### src/rtl/instr_prefetch_buffer.sv
// Instruction prefetch buffer: streams sequential words from instruction memory ahead of the
// core's PC and flushes/restarts on any PC discontinuity.
module instr_prefetch_buffer #(
    parameter int unsigned DEPTH    = 4,
    parameter int unsigned PC_INC   = 1,
    parameter logic [31:0] RESET_PC = 32'h0
) (
    input  logic        clk,
    input  logic        reset,
    input  logic [31:0] pc_in,
    input  logic        consume,
    output logic [31:0] instruction,
    output logic        instr_valid,
    output logic        imem_req,
    output logic [31:0] imem_addr,
    input  logic        imem_ack,
    input  logic [31:0] imem_rdata
);

    localparam int unsigned PtrW = (DEPTH > 1) ? $clog2(DEPTH) : 1;
    localparam int unsigned CntW = PtrW + 1;
    localparam logic [CntW-1:0] Full = CntW'(DEPTH);
    localparam logic [31:0] Inc = 32'(PC_INC);

    typedef enum logic [1:0] {StIdle, StReq, StDrop} state_e;

    state_e          state_q, state_d;
    logic [31:0]     exp_pc_q, exp_pc_d;
    logic [31:0]     fetch_addr_q, fetch_addr_d;
    logic [31:0]     drop_addr_q, drop_addr_d;
    logic [CntW-1:0] count_q, count_d;
    logic [PtrW-1:0] rd_ptr_q, rd_ptr_d;
    logic [PtrW-1:0] wr_ptr_q, wr_ptr_d;
    logic [31:0]     mem_q [DEPTH];

    logic redirect;
    logic pop;
    logic push;

    assign redirect = (pc_in != exp_pc_q);
    assign pop      = consume && instr_valid;
    assign push     = (state_q == StReq) && imem_ack && !redirect;

    always_ff @(posedge clk or negedge reset) begin
        if (!reset) begin
            state_q      <= StIdle;
            exp_pc_q     <= RESET_PC;
            fetch_addr_q <= RESET_PC;
            drop_addr_q  <= RESET_PC;
            count_q      <= '0;
            rd_ptr_q     <= '0;
            wr_ptr_q     <= '0;
        end else begin
            state_q      <= state_d;
            exp_pc_q     <= exp_pc_d;
            fetch_addr_q <= fetch_addr_d;
            drop_addr_q  <= drop_addr_d;
            count_q      <= count_d;
            rd_ptr_q     <= rd_ptr_d;
            wr_ptr_q     <= wr_ptr_d;
        end
    end

    always_ff @(posedge clk) begin
        if (push) begin
            mem_q[wr_ptr_q] <= imem_rdata;
        end
    end

    // Buffer bookkeeping; a redirect flushes and suppresses both push and pop.
    always_comb begin
        exp_pc_d     = exp_pc_q;
        fetch_addr_d = fetch_addr_q;
        drop_addr_d  = drop_addr_q;
        count_d      = count_q;
        rd_ptr_d     = rd_ptr_q;
        wr_ptr_d     = wr_ptr_q;
        if (redirect) begin
            count_d      = '0;
            rd_ptr_d     = wr_ptr_q;
            exp_pc_d     = pc_in;
            fetch_addr_d = pc_in;
        end else begin
            if (pop) begin
                rd_ptr_d = rd_ptr_q + PtrW'(1);
                exp_pc_d = exp_pc_q + Inc;
            end
            if (push) begin
                wr_ptr_d     = wr_ptr_q + PtrW'(1);
                fetch_addr_d = fetch_addr_q + Inc;
            end
            count_d = count_q + CntW'(push) - CntW'(pop);
        end
        // The squashed request must stay on the bus at its original address until acked.
        if ((state_q == StReq) && !imem_ack && redirect) begin
            drop_addr_d = fetch_addr_q;
        end
    end

    always_comb begin
        state_d = state_q;
        unique case (state_q)
            StIdle: begin
                if (redirect || (count_q < Full)) begin
                    state_d = StReq;
                end
            end
            StReq: begin
                if (imem_ack) begin
                    if (redirect) begin
                        state_d = StReq;
                    end else begin
                        state_d = (count_d < Full) ? StReq : StIdle;
                    end
                end else if (redirect) begin
                    state_d = StDrop;
                end
            end
            StDrop: begin
                if (imem_ack) begin
                    state_d = StReq;
                end
            end
            default: state_d = StIdle;
        endcase
    end

    always_comb begin
        imem_req    = (state_q != StIdle);
        imem_addr   = (state_q == StDrop) ? drop_addr_q : fetch_addr_q;
        instr_valid = !redirect && (count_q != '0);
        instruction = instr_valid ? mem_q[rd_ptr_q] : 32'h0;
    end

endmodule
### config.mk
export PLATFORM = sky130hd
export DESIGN_NAME = instr_prefetch_buffer
export DESIGN_NICKNAME = d
export VERILOG_FILES = /design/src/rtl/instr_prefetch_buffer.sv
export SDC_FILE = /design/constraint.sdc
export NUM_CORES = 1
export LEC_CHECK = 0
export ABC_CLOCK_PERIOD_IN_PS = 8700
export CAP_MARGIN = 20
export CORE_MARGIN = 2
export CORE_UTILIZATION = 59
export DETAILED_ROUTE_END_ITERATION = 10
export PLACE_DENSITY_LB_ADDON = 0.05
export SYNTH_ARGS = -nofsm -noshare
export SYNTH_HDL_FRONTEND = slang
export SYNTH_SLANG_ARGS = --single-unit
### constraint.sdc
create_clock -name clk -period 8.7 [get_ports clk]
set_input_delay 2.61 -clock clk [delete_from_list [all_inputs] [get_ports clk]]
set_output_delay 2.61 -clock clk [all_outputs]
set_load 0.1 [all_outputs]
---- Yosys cells after proc, flatten, opt, wreduce, memory -nomap -nowiden ----
Memory sizes are Yosys's and may differ from the RTL's.
Index checks and enable logic that the tools add are counted.
storage, ports and cells
  register bits ........................... 105
  memory bits (writable) .................. 128
  bits of input ports ..................... 68
  logic and storage cells ................. 57
  memories ................................ 1
memory list
  memory  depth  width  rd ports  clocked after memory_dff  write ports  line  text
  mem_q   4      32     1         0                         1            34    logic [31:0] mem_q [DEPTH];
operators by class
  $add $sub $neg .......................... 6
  order comparisons ....................... 2
  equal/unequal tests ..................... 6
  muxes and demuxes ....................... 18
  bitwise operators ....................... 1
  reductions and logical operators ........ 16
operators with widths
  kind                                                 number
  2-to-1 mux 32 bit                                    6
  adder 32 x 1 -> 32 bit, second input constant        2
  inequality test 32 bit                               1
  2-to-1 mux 2 bit                                     6
  logical AND 1 bit                                    6
  less-than comparator 3 bit, second input constant    2
  case mux 2 bit (3 select lines)                      1
  nonzero test 2 bit                                   3
  adder 2 x 1 -> 2 bit, second input constant          2
  2-to-1 mux 1 bit                                     4
  inequality test 2 bit, second input constant         2
  adder 3 x 1 -> 3 bit                                 1
  2-to-1 mux 3 bit                                     1
  inequality test 3 bit, second input constant         1
  AND reduction 3 bit                                  1
  nonzero test 3 bit                                   1
  subtractor 3 x 1 -> 3 bit                            1
  equality test 2 x 1 -> 1 bit, second input constant  1
  equality test 2 bit, second input constant           1
  logical NOT 1 bit                                    2
  logical NOT 2 bit                                    1
  AND reduction 2 bit                                  1
  logical OR 1 bit                                     1
  inverter 1 bit                                       1

---- Logic depth before layout (Yosys ltp) ----
Gate-level depths: netlist of run 1.
  depth in word-level cells ............... 11
  gate-level depth with buffers ........... 19
  mapped depth without buffers ............ 15

---- Least setup slack after synthesis of run 1 ----
Ideal clock, no wire load.
  kind .................................... input-to-output
  from .................................... input port pc_in[14]
  to ...................................... output port instruction[10]
  arrival ................................. 6141 ps
  data required time ...................... 6090 ps
  path slack .............................. -51 ps
  stages on the path ...................... 7
  buffers on the path ..................... 2
  path through ............................ xor2_1 nor4_1 nand4_2 or2_1 clkbuf_1 buf_2 nor3b_1
between the ends
  cells in the longest elaborated chain, start to end .. 4
RTL lines
  item                    line  text
  start: declaration      10    input logic [31:0] pc_in,
  inequality test 32 bit  40    assign redirect = (pc_in != exp_pc_q);
  logical NOT 1 bit       131   instr_valid = !redirect && (count_q != '0);
  logical AND 1 bit       131
  2-to-1 mux 32 bit       132   instruction = instr_valid ? mem_q[rd_ptr_q] : 32'h0;
  end: declaration        12    output logic [31:0] instruction,
Every way passes these cells.

---- Worst setup path in the final report of run 1 ----
  from .................................... input port pc_in[14]
  to ...................................... output port instruction[28]
Same word-level chain as after synthesis.

==> results by stage, run 1 <==
Worst setup path:
- The start of the worst register-to-register path is exp_pc_q[20]$_DFFE_PN0P_.
- The critical path data arrival time is 5.36 ns.
- In this run the critical register-to-register path is captured at state_q[0]$_DFFE_PN0P_.
- For the worst flop-to-flop path, the logic depth is 16.
- Across all register-to-register paths, the minimum setup slack is 4.65 ns.
- The cell at the slowest stage of the critical path is sky130_fd_sc_hd__or2_2.
- For this run, the slowest stage of the critical path takes 0.63 ns.
- Traced cell by cell, the critical path runs through clkdlybuf4s50_1, xor2_1, nor4_1, nand4_2, or2_2, buf_4, nor3b_2, buf_12.
- The most critical setup path has its endpoint at instruction[28].
- Along the worst path, the maximum fanout reaches 37.
- The critical path starts at pc_in[14].
- The critical path buffer and inverter count is 3.
- The category of the most critical setup path is in -> out.
- The required time reported for the critical path endpoint is approximately 6 ns.
- On the critical path the largest part of the delay comes from simple AND/OR/NAND/NOR gates.
- The capturing element type of the critical path is a primary output.
- The kind of start point of the critical path is an input port.
- In this run the number of cells on the critical path is 8.

Run status:
- The flow ran to the end, and the final reports show no timing, DRC or antenna violations.

Logic synthesis:
- Counting flops and latches in the post-synthesis netlist gives between 200 and 250.
- The netlist area before placement is 0.0110 sq mm.
- Synthesis produced a netlist with a net count of 847.
- Yosys attributes the largest share of cell area to sky130_fd_sc_hd__edfxtp_1 (35%), sky130_fd_sc_hd__dfrtp_1 (24%), sky130_fd_sc_hd__mux4_2 (6.6%).
- The dominant register cell in the synthesized netlist is sky130_fd_sc_hd__edfxtp_1.
- The instance count of the mapped netlist is between 700 and 800.
- The count of distinct cell types in the synthesized netlist is 52.
- During synthesis, Yosys emitted a total of 0 warnings.
- Of all flip-flops after synthesis, the portion carrying an async set or reset was 0.451.
- The largest area contributor in the netlist is sky130_fd_sc_hd__edfxtp_1.
- The sequential area share after synthesis is 0.588.
- The average instance in the mapped netlist occupies ~14 sq um.
- Of the post-synthesis cell area, the dominant cell type holds 0.349.
- The number of synthesized flops with an enable pin is between 100 and 150.

Job:
- The number of maximum-capacitance constraint violations is 0.

Timing:
- The max-slew violation count is 0.
- The number of setup violations in the final report is 0.
- At the pin with the least slew margin, the transition time is around 1 ns.
- In the finished design, the share of the clock period the worst path needs comes to 0.916.
- Setup repair after global routing left no endpoint under its margin.
- Subtracting the final worst setup slack from the clock period gives around 8.0 ns.
- The hold violation total from the final report is 0.
- The worst slew margin relative to its limit is 0.347.
- Timing would allow up to about 130 MHz.
- The worst clock skew is 0.0167 ns.

Final layout:
- The filler cells instantiated in the layout total about 1100.
- The finished cells cover 0.0137 sq mm.
- Leaving out fill and tap cells, the most frequent cell in the layout is sky130_fd_sc_hd__edfxtp_1.
- The total number of nets in the final design is between 900 and 1000.
- Compared with the post-synthesis result, the final layout area differs by 24.3%.
- The top cell types in the final layout, fill and taps aside, are sky130_fd_sc_hd__edfxtp_1 (128), sky130_fd_sc_hd__dfrtp_1 (104), sky130_fd_sc_hd__clkdlybuf4s50_1 (99).
- The fraction of layout instances using a drive strength above 1 is 0.213.
- The count of antenna diodes in the layout is 0.
- The finished layout holds roughly 1200 standard cells, fillers aside.

Detailed routing:
- After detailed routing, the average wire length per cell comes to between 20 and 25 microns.
- In this run, the number of DRC markers left after iteration 0 of detailed routing was 409.
- The ratio of routed vias to standard cells is between 6 and 7.
- In this run the remaining antenna-violating nets after routing total 0.
- The number of iterations in the first detailed-routing pass is 5.
- The final wirelength is about 25000 microns.
- The total DRC errors in the routed layout is 0.
- The overall via count from detail_route is slightly above 7000.

Worst hold path:
- The worst min-delay path class is reg -> reg.

Placed design:
- The count of placed standard cells including taps is between 1000 and 1500.
- The sum of net half-perimeters after detailed placement is between 15000 and 20000 microns.
- The congestion estimate from routability-driven global placement came to between 0.8 and 0.9.
- Summing all placed instances gives a cell area of 0.0129 sq mm.
- The number of I/O port buffers is around 130.

Global route:
- The pin count of the biggest net entering global routing is 64.
- The overall routing resource usage is 0.260.
- The first global-routing pass estimated between 40000 and 50000 microns of wire.
- After global routing the overflow that remains totals 0.
- The initial antenna violation count is 0.
- The via count of the first global-routing pass is 7567.

Power and ir drop:
- Power spread over the standard cell area amounts to 209 mW/mm^2.
- VDD sags by at most between 150 and 200 uV.
- The static leakage power is approximately 4.8 nW.

CTS:
- In this run the clock root is driven by a sky130_fd_sc_hd__clkbuf_16.
- No sink is reached through more buffers than the 3 on the longest clock path.
- The number of H-tree levels is 1.
- TritonCTS created 25 clock buffers.
- The number of setup buffers added after CTS is 0.
- The insertion delay of the later-clocked pin in the worst-skew pair is approximately 0.53 ns.
- The number of gates resized after CTS was 0.
- After clock tree synthesis, the clock-pin slew on the worst setup and hold paths is 0.06 ns.
- The count of hold buffers inserted by post-cts repair is 0.
- For this design, the sink count on the clock tree is 233.
- TritonCTS built the clock tree.

Floorplan:
- For this design the top-level I/O count stands at ~130.
- The initialized floorplan defines 49 standard-cell rows.
- The starting utilization of the core area is 0.606.
- The region available for standard cell placement spans between 0.015 and 0.02 sq mm.
- The x dimension of the die is between 100 and 150 microns.
- The chip height is ~140 microns.
- The floorplan step defined a die boundary enclosing 0.0198 sq mm.
-- stage by stage --
stage	hold slack (ns)	TNS, ns	util	worst slack [ns]	total power, W
after floorplan	0.459	-0.969	-	-0.0511	0.00173
after global placement	0.467	0	0.710	0.749	0.00186
after detailed placement	0.477	0	0.710	0.734	0.00188
after CTS	0.490	0	0.753	0.720	0.00289
after global routing	0.502	0	0.753	0.613	0.00297
final	0.487	0	0.753	0.731	0.00286
-- power breakdown --
group	switching [W]	internal, W	leakage (nW)
logic	0.000347	0.000186	2.05
registers	0.0000646	0.00126	2.38
clock network	0.000421	0.000584	0.389
total	0.000832	0.00203	4.81
-- cell families (layout without fill, tap and decap cells) --
| logic type | Yosys count | count (layout) | share of synthesized area |
|---|---|---|---|
| AOI/OAI and AO/OA | 74 | 74 | 0.0369 |
| xor gates and xnor gates | 98 | 98 | 0.0780 |
| adders and majority gates | 9 | 9 | 0.0109 |
| buffers and inverters | 50 | 204 | 0.0208 |
| DFF | 233 | 233 | 0.588 |
| muxes | 122 | 122 | 0.157 |
| and+or+nand+nor | 184 | 184 | 0.108 |
-- flip-flops by register name (all words and copies together) (netlist names) --
| name | cells |
|---|---|
| mem_q | 128 |
| fetch_addr_q | 32 |
| drop_addr_q | 32 |
| wr_ptr_q | 2 |
| rd_ptr_q | 2 |
| count_q | 3 |
| exp_pc_q | 32 |
| state_q | 2 |
-- area by class of cell --
| type | instances | area, sq um | area share |
|---|---|---|---|
| Timing Repair Buffer | 150 | 1790 | 0.131 |
| Sequential cell | 233 | 6470 | 0.473 |
| Tap cell | 229 | 287 | 0.0210 |
| Multi-Input combinational cell | 487 | 4310 | 0.315 |
| Inverter | 10 | 37.5 | 0.00275 |
| Clock inverter | 12 | 98.8 | 0.00723 |
| Clock buffer | 32 | 682 | 0.0499 |
-- Yosys cell counts, types with 7 or more instances --
| cell type | number |
|---|---|
| sky130_fd_sc_hd__nand3_1 | 23 |
| sky130_fd_sc_hd__xnor2_1 | 45 |
| sky130_fd_sc_hd__o21ai_1 | 47 |
| sky130_fd_sc_hd__and2_1 | 7 |
| sky130_fd_sc_hd__mux2_2 | 47 |
| sky130_fd_sc_hd__xor2_1 | 53 |
| sky130_fd_sc_hd__o21ai_0 | 15 |
| sky130_fd_sc_hd__nor3b_1 | 19 |
| sky130_fd_sc_hd__mux4_2 | 32 |
| sky130_fd_sc_hd__ha_1 | 8 |
| sky130_fd_sc_hd__nor3_1 | 11 |
| sky130_fd_sc_hd__dfrtp_1 | 105 |
| sky130_fd_sc_hd__nor2_1 | 14 |
| sky130_fd_sc_hd__nand4_1 | 21 |
| sky130_fd_sc_hd__clkbuf_1 | 19 |
| sky130_fd_sc_hd__mux2_1 | 41 |
| sky130_fd_sc_hd__nor4_1 | 16 |
| sky130_fd_sc_hd__inv_1 | 10 |
| sky130_fd_sc_hd__nor3b_2 | 13 |
| sky130_fd_sc_hd__buf_2 | 12 |
| sky130_fd_sc_hd__nand2_1 | 28 |
| sky130_fd_sc_hd__edfxtp_1 | 128 |
-- layer usage --
layer,vias up,share of wire,track usage
met5,-,0,0
met2,228,0.51,0.444
met4,0,0.039,0.0979
li1,3175,-,-
met1,3626,0.40,0.332
met3,63,0.056,0.0523
-- how the worst min path moves through the flow --
stage / to / startpoint / slack [ns] / cells after the start
after detailed placement: drop_addr_q[26]$_DFFE_PN0P_ / drop_addr_q[26]$_DFFE_PN0P_ / 0.48 / 1
final: drop_addr_q[11]$_DFFE_PN0P_ / drop_addr_q[11]$_DFFE_PN0P_ / 0.49 / 1
after global routing: drop_addr_q[13]$_DFFE_PN0P_ / drop_addr_q[13]$_DFFE_PN0P_ / 0.50 / 1
after floorplan: drop_addr_q[3]$_DFFE_PN0P_ / drop_addr_q[3]$_DFFE_PN0P_ / 0.46 / 1
after global placement: drop_addr_q[19]$_DFFE_PN0P_ / drop_addr_q[19]$_DFFE_PN0P_ / 0.47 / 1
after CTS: drop_addr_q[13]$_DFFE_PN0P_ / drop_addr_q[13]$_DFFE_PN0P_ / 0.49 / 1
Note: power is estimated with default switching activity, not from simulation.
==> run 2: changes to the inputs <==
CORE_UTILIZATION = 44   (was 59)
==> run 2 against run 1 <==
- total power hardly changed
- critical path depth unchanged
- combinational power about the same
- sequential power hardly changed
- core utilization fell by 19 points
- clock skew is 0.0079 ns lower
- die area up 33%
- sequential cell count is the same
==> results by stage, run 2 (same netlist as run 1, synthesis figures left out) <==
Worst setup path:
- The required time reported for the critical path endpoint was 6.09 ns (about the same).
- The maximum cell stage delay along the critical path was 0.52 ns (-0.11 ns).
- The critical path buffer and inverter count is 3 (unchanged).
- The biggest fanout along the worst timing path is 28 (-24%).
- The cell at the slowest stage of the critical path is sky130_fd_sc_hd__or2_2.
- The signal on the critical path passes through clkdlybuf4s50_1, xor2_1, nor4_1, nand4_2, or2_2, buf_4, nor3b_1, buf_12.
- The category of the most critical setup path is in -> out.
- The critical path data arrival time came to 5.33 ns (-0.03 ns).
- The worst setup path is captured at a primary output.
- The worst setup path is launched from an input port.
- On the critical path the largest part of the delay comes from simple AND/OR/NAND/NOR gates.

Detailed routing:
- The final wirelength is 25500 microns (+2.5%).
- The overall via count from detail_route came to 6887 (-2.9%).
- The ratio of routed vias to standard cells was 5.52 (-10%).
- The number of iterations in the first detailed-routing pass came to 6 (+1).
- The final antenna-violating net count is 0 (unchanged).
- The mean routed wirelength per cell is 20.4 microns (-5.3%).
- The number of DRC violations after detailed-routing iteration 0 is 321 (-22%).
- The total DRC errors in the routed layout is 0 (unchanged).

Placed design:
- The sum of net half-perimeters after detailed placement is 16800 microns (+3.0%).
- The count of placed standard cells including taps is 1202 (+8.4%).
- The worst slack after detailed placement was 0.748 ns (+0.0138 ns).
- The routability-driven placement congestion ratio was 0.875 (+1.0%).
- The number of I/O port buffers came to 133 (unchanged).

Worst hold path:
- The worst hold path belongs to the class reg -> reg.

Final layout:
- The fraction of layout instances using a drive strength above 1 was 0.211 (-0.00194).
- Compared with the post-synthesis result, the final layout area differs by 25.2%.
- The most common cell after layout, fill and taps aside is sky130_fd_sc_hd__edfxtp_1.
- The count of antenna diodes in the layout is 0 (unchanged).
- The total number of nets in the final design was 982 (-0.20%).
- The register ranked first by flip-flop count is mem_q.
- The number of flip-flops in the largest register is 128 (unchanged).
- The utilization of the core after routing came to 0.563 (-0.190).
- In the layout the commonest cells are sky130_fd_sc_hd__edfxtp_1 (128), sky130_fd_sc_hd__dfrtp_1 (104), sky130_fd_sc_hd__clkdlybuf4s50_1 (99).
- The count of fill cells added during filler insertion is 2016 (+81%).
- The non-filler instance count after layout was 1247 (+8.2%).

Timing:
- The worst slew margin relative to its limit is 0.289 (-0.0581).
- The number of setup violations in the final report is 0 (unchanged).
- The final worst-path cycle share is 0.913 (-0.00298).
- Setup repair after global routing left no endpoint under its margin.
- The slack of the critical path is 0.757 ns (+0.0260 ns).
- The measured slew at the worst slew-check pin is 1.06 ns (+0.0805 ns).
- The worst clock skew is 0.00881 ns (-0.00789 ns).
- The upper clock frequency limit is 126 MHz (+0.33%).
- The max-slew violation count was 0 (unchanged).
- The hold violation total from the final report is 0 (unchanged).
- The final critical-path required period was 7.94 ns (-0.0260 ns).

Global route:
- The overall routing resource usage came to 0.196 (-0.0638).
- The pin count of the biggest net entering global routing is 60 (-6.3%).
- The aggregate global routing overflow is 0 (unchanged).
- The initial antenna violation count was 0 (unchanged).
- The wire length of the first global-routing pass is 40400 microns (+0.43%).
- The via count of the first global-routing pass is 7325 (-3.2%).

CTS:
- The number of buffers inserted during clock tree synthesis is 25 (unchanged).
- The total of cells resized after clock tree synthesis was 0 (unchanged).
- The CTS sink count is 233 (unchanged).
- The clock root buffer is sky130_fd_sc_hd__clkbuf_16.
- The clock tree from TritonCTS is done.
- The clock transition at the register clock pins on the worst setup and hold paths after CTS was 0.05 ns (about the same).
- The maximum root-to-sink buffer count is 3 (unchanged).
- The insertion delay of the later-clocked pin in the worst-skew pair was 0.52 ns (about the same).
- The count of hold buffers inserted by post-cts repair came to 0 (unchanged).
- The post-CTS setup-driven buffer insertion count came to 0 (unchanged).
- The number of H-tree levels is 1 (unchanged).

Floorplan:
- The top-level I/O count is 134 (unchanged).
- The standard cell core area was 0.0245 sq mm (+35%).
- The chip height is 162 microns (+15%).
- The number of rows created at floorplan was 57 (+16%).
- The starting utilization of the core area is 0.450 (-0.156).
- The area of the die is 0.0263 sq mm (+33%).
- The x dimension of the die is 162 microns (+15%).

Run status:
- The flow ran to the end, and the final reports show no timing, DRC or antenna violations.

Job:
- The number of maximum-capacitance constraint violations is 0 (unchanged).

Power and ir drop:
- The worst voltage drop across the vdd grid came to 161 uV (-1.6%).
- The static leakage power is 4.80 nW (-0.33%).
- The cell area power density is 208 mW/mm^2 (-0.81%).
run 2: cell count changes in the layout (fill, tap and decap cells not counted), sizes merged:
cell      change
inv           -1
clkinv        +1
clkinvlp      +1
buf           -2
run 2: where the power goes:
group	switching, W	internal [W]	leakage, nW
Clock	0.000425	0.000577	0.382
Sequential	0.0000639	0.00126	2.38
Combinational	0.000349	0.000186	2.04
Total	0.000838	0.00202	4.80
run 2: worst paths after layout:
kind / start / to / slack (ns) / cells after the start
max in group asynchronous: reset / rd_ptr_q[0]$_DFFE_PN0P_ / 5.36 / 2
worst min-delay path: drop_addr_q[8]$_DFFE_PN0P_ / drop_addr_q[8]$_DFFE_PN0P_ / 0.49 / 1
worst max-delay path: pc_in[14] / instruction[7] / 0.76 / 8
worst min register to register: drop_addr_q[8]$_DFFE_PN0P_ / drop_addr_q[8]$_DFFE_PN0P_ / 0.49 / 1
min in group asynchronous: reset / drop_addr_q[24]$_DFFE_PN0P_ / 2.15 / 1
worst max register to register: exp_pc_q[12]$_DFFE_PN0P_ / state_q[0]$_DFFE_PN0P_ / 4.53 / 16
run 2: worst register-to-register path: stages (launching register included):
cell	delay [ns]
sky130_fd_sc_hd__dfrtp_1	0.44
sky130_fd_sc_hd__xor2_1	0.17
sky130_fd_sc_hd__nor4_1	0.45
sky130_fd_sc_hd__nand4_2	0.15
sky130_fd_sc_hd__or2_2	0.52
sky130_fd_sc_hd__buf_4	0.37
sky130_fd_sc_hd__nor2_1	0.17
sky130_fd_sc_hd__ha_1	0.24
sky130_fd_sc_hd__inv_1	0.06
sky130_fd_sc_hd__ha_1	0.13
sky130_fd_sc_hd__inv_1	0.05
sky130_fd_sc_hd__fa_1	0.37
sky130_fd_sc_hd__xnor2_1	0.29
sky130_fd_sc_hd__a21boi_0	0.14
sky130_fd_sc_hd__o32a_1	0.19
sky130_fd_sc_hd__o31ai_1	0.21
sky130_fd_sc_hd__a31oi_1	0.07
run 2: layout make-up:
type                            count  area, sq um  share of cell area
Tap cell                          324          405              0.0294
Timing Repair Buffer              148         1770               0.129
Clock inverter                     13          103             0.00745
Inverter                           10         37.5             0.00273
Multi-Input combinational cell    487         4310               0.313
Sequential cell                   233         6470               0.470
Clock buffer                       32          672              0.0488
run 2: per-layer routing:
layer	GRT usage	routed length [microns]	part of all wire
met5	0	0	0
met4	0.0459	473	0.019
met3	0.0365	1190	0.047
met2	0.348	13100	0.51
met1	0.250	10800	0.42
run 2: metrics by stage:
stage          area (sq um)  hold WS, ns  setup TNS, ns  total power [W]
6_report              13800        0.485              0          0.00286
2_1_floorplan         11000        0.459         -0.969          0.00173
4_1_cts               13800        0.490              0          0.00289
3_3_place_gp          13000        0.468              0          0.00187
5_1_grt               13800        0.498              0          0.00297
3_5_place_dp          13000        0.478              0          0.00189
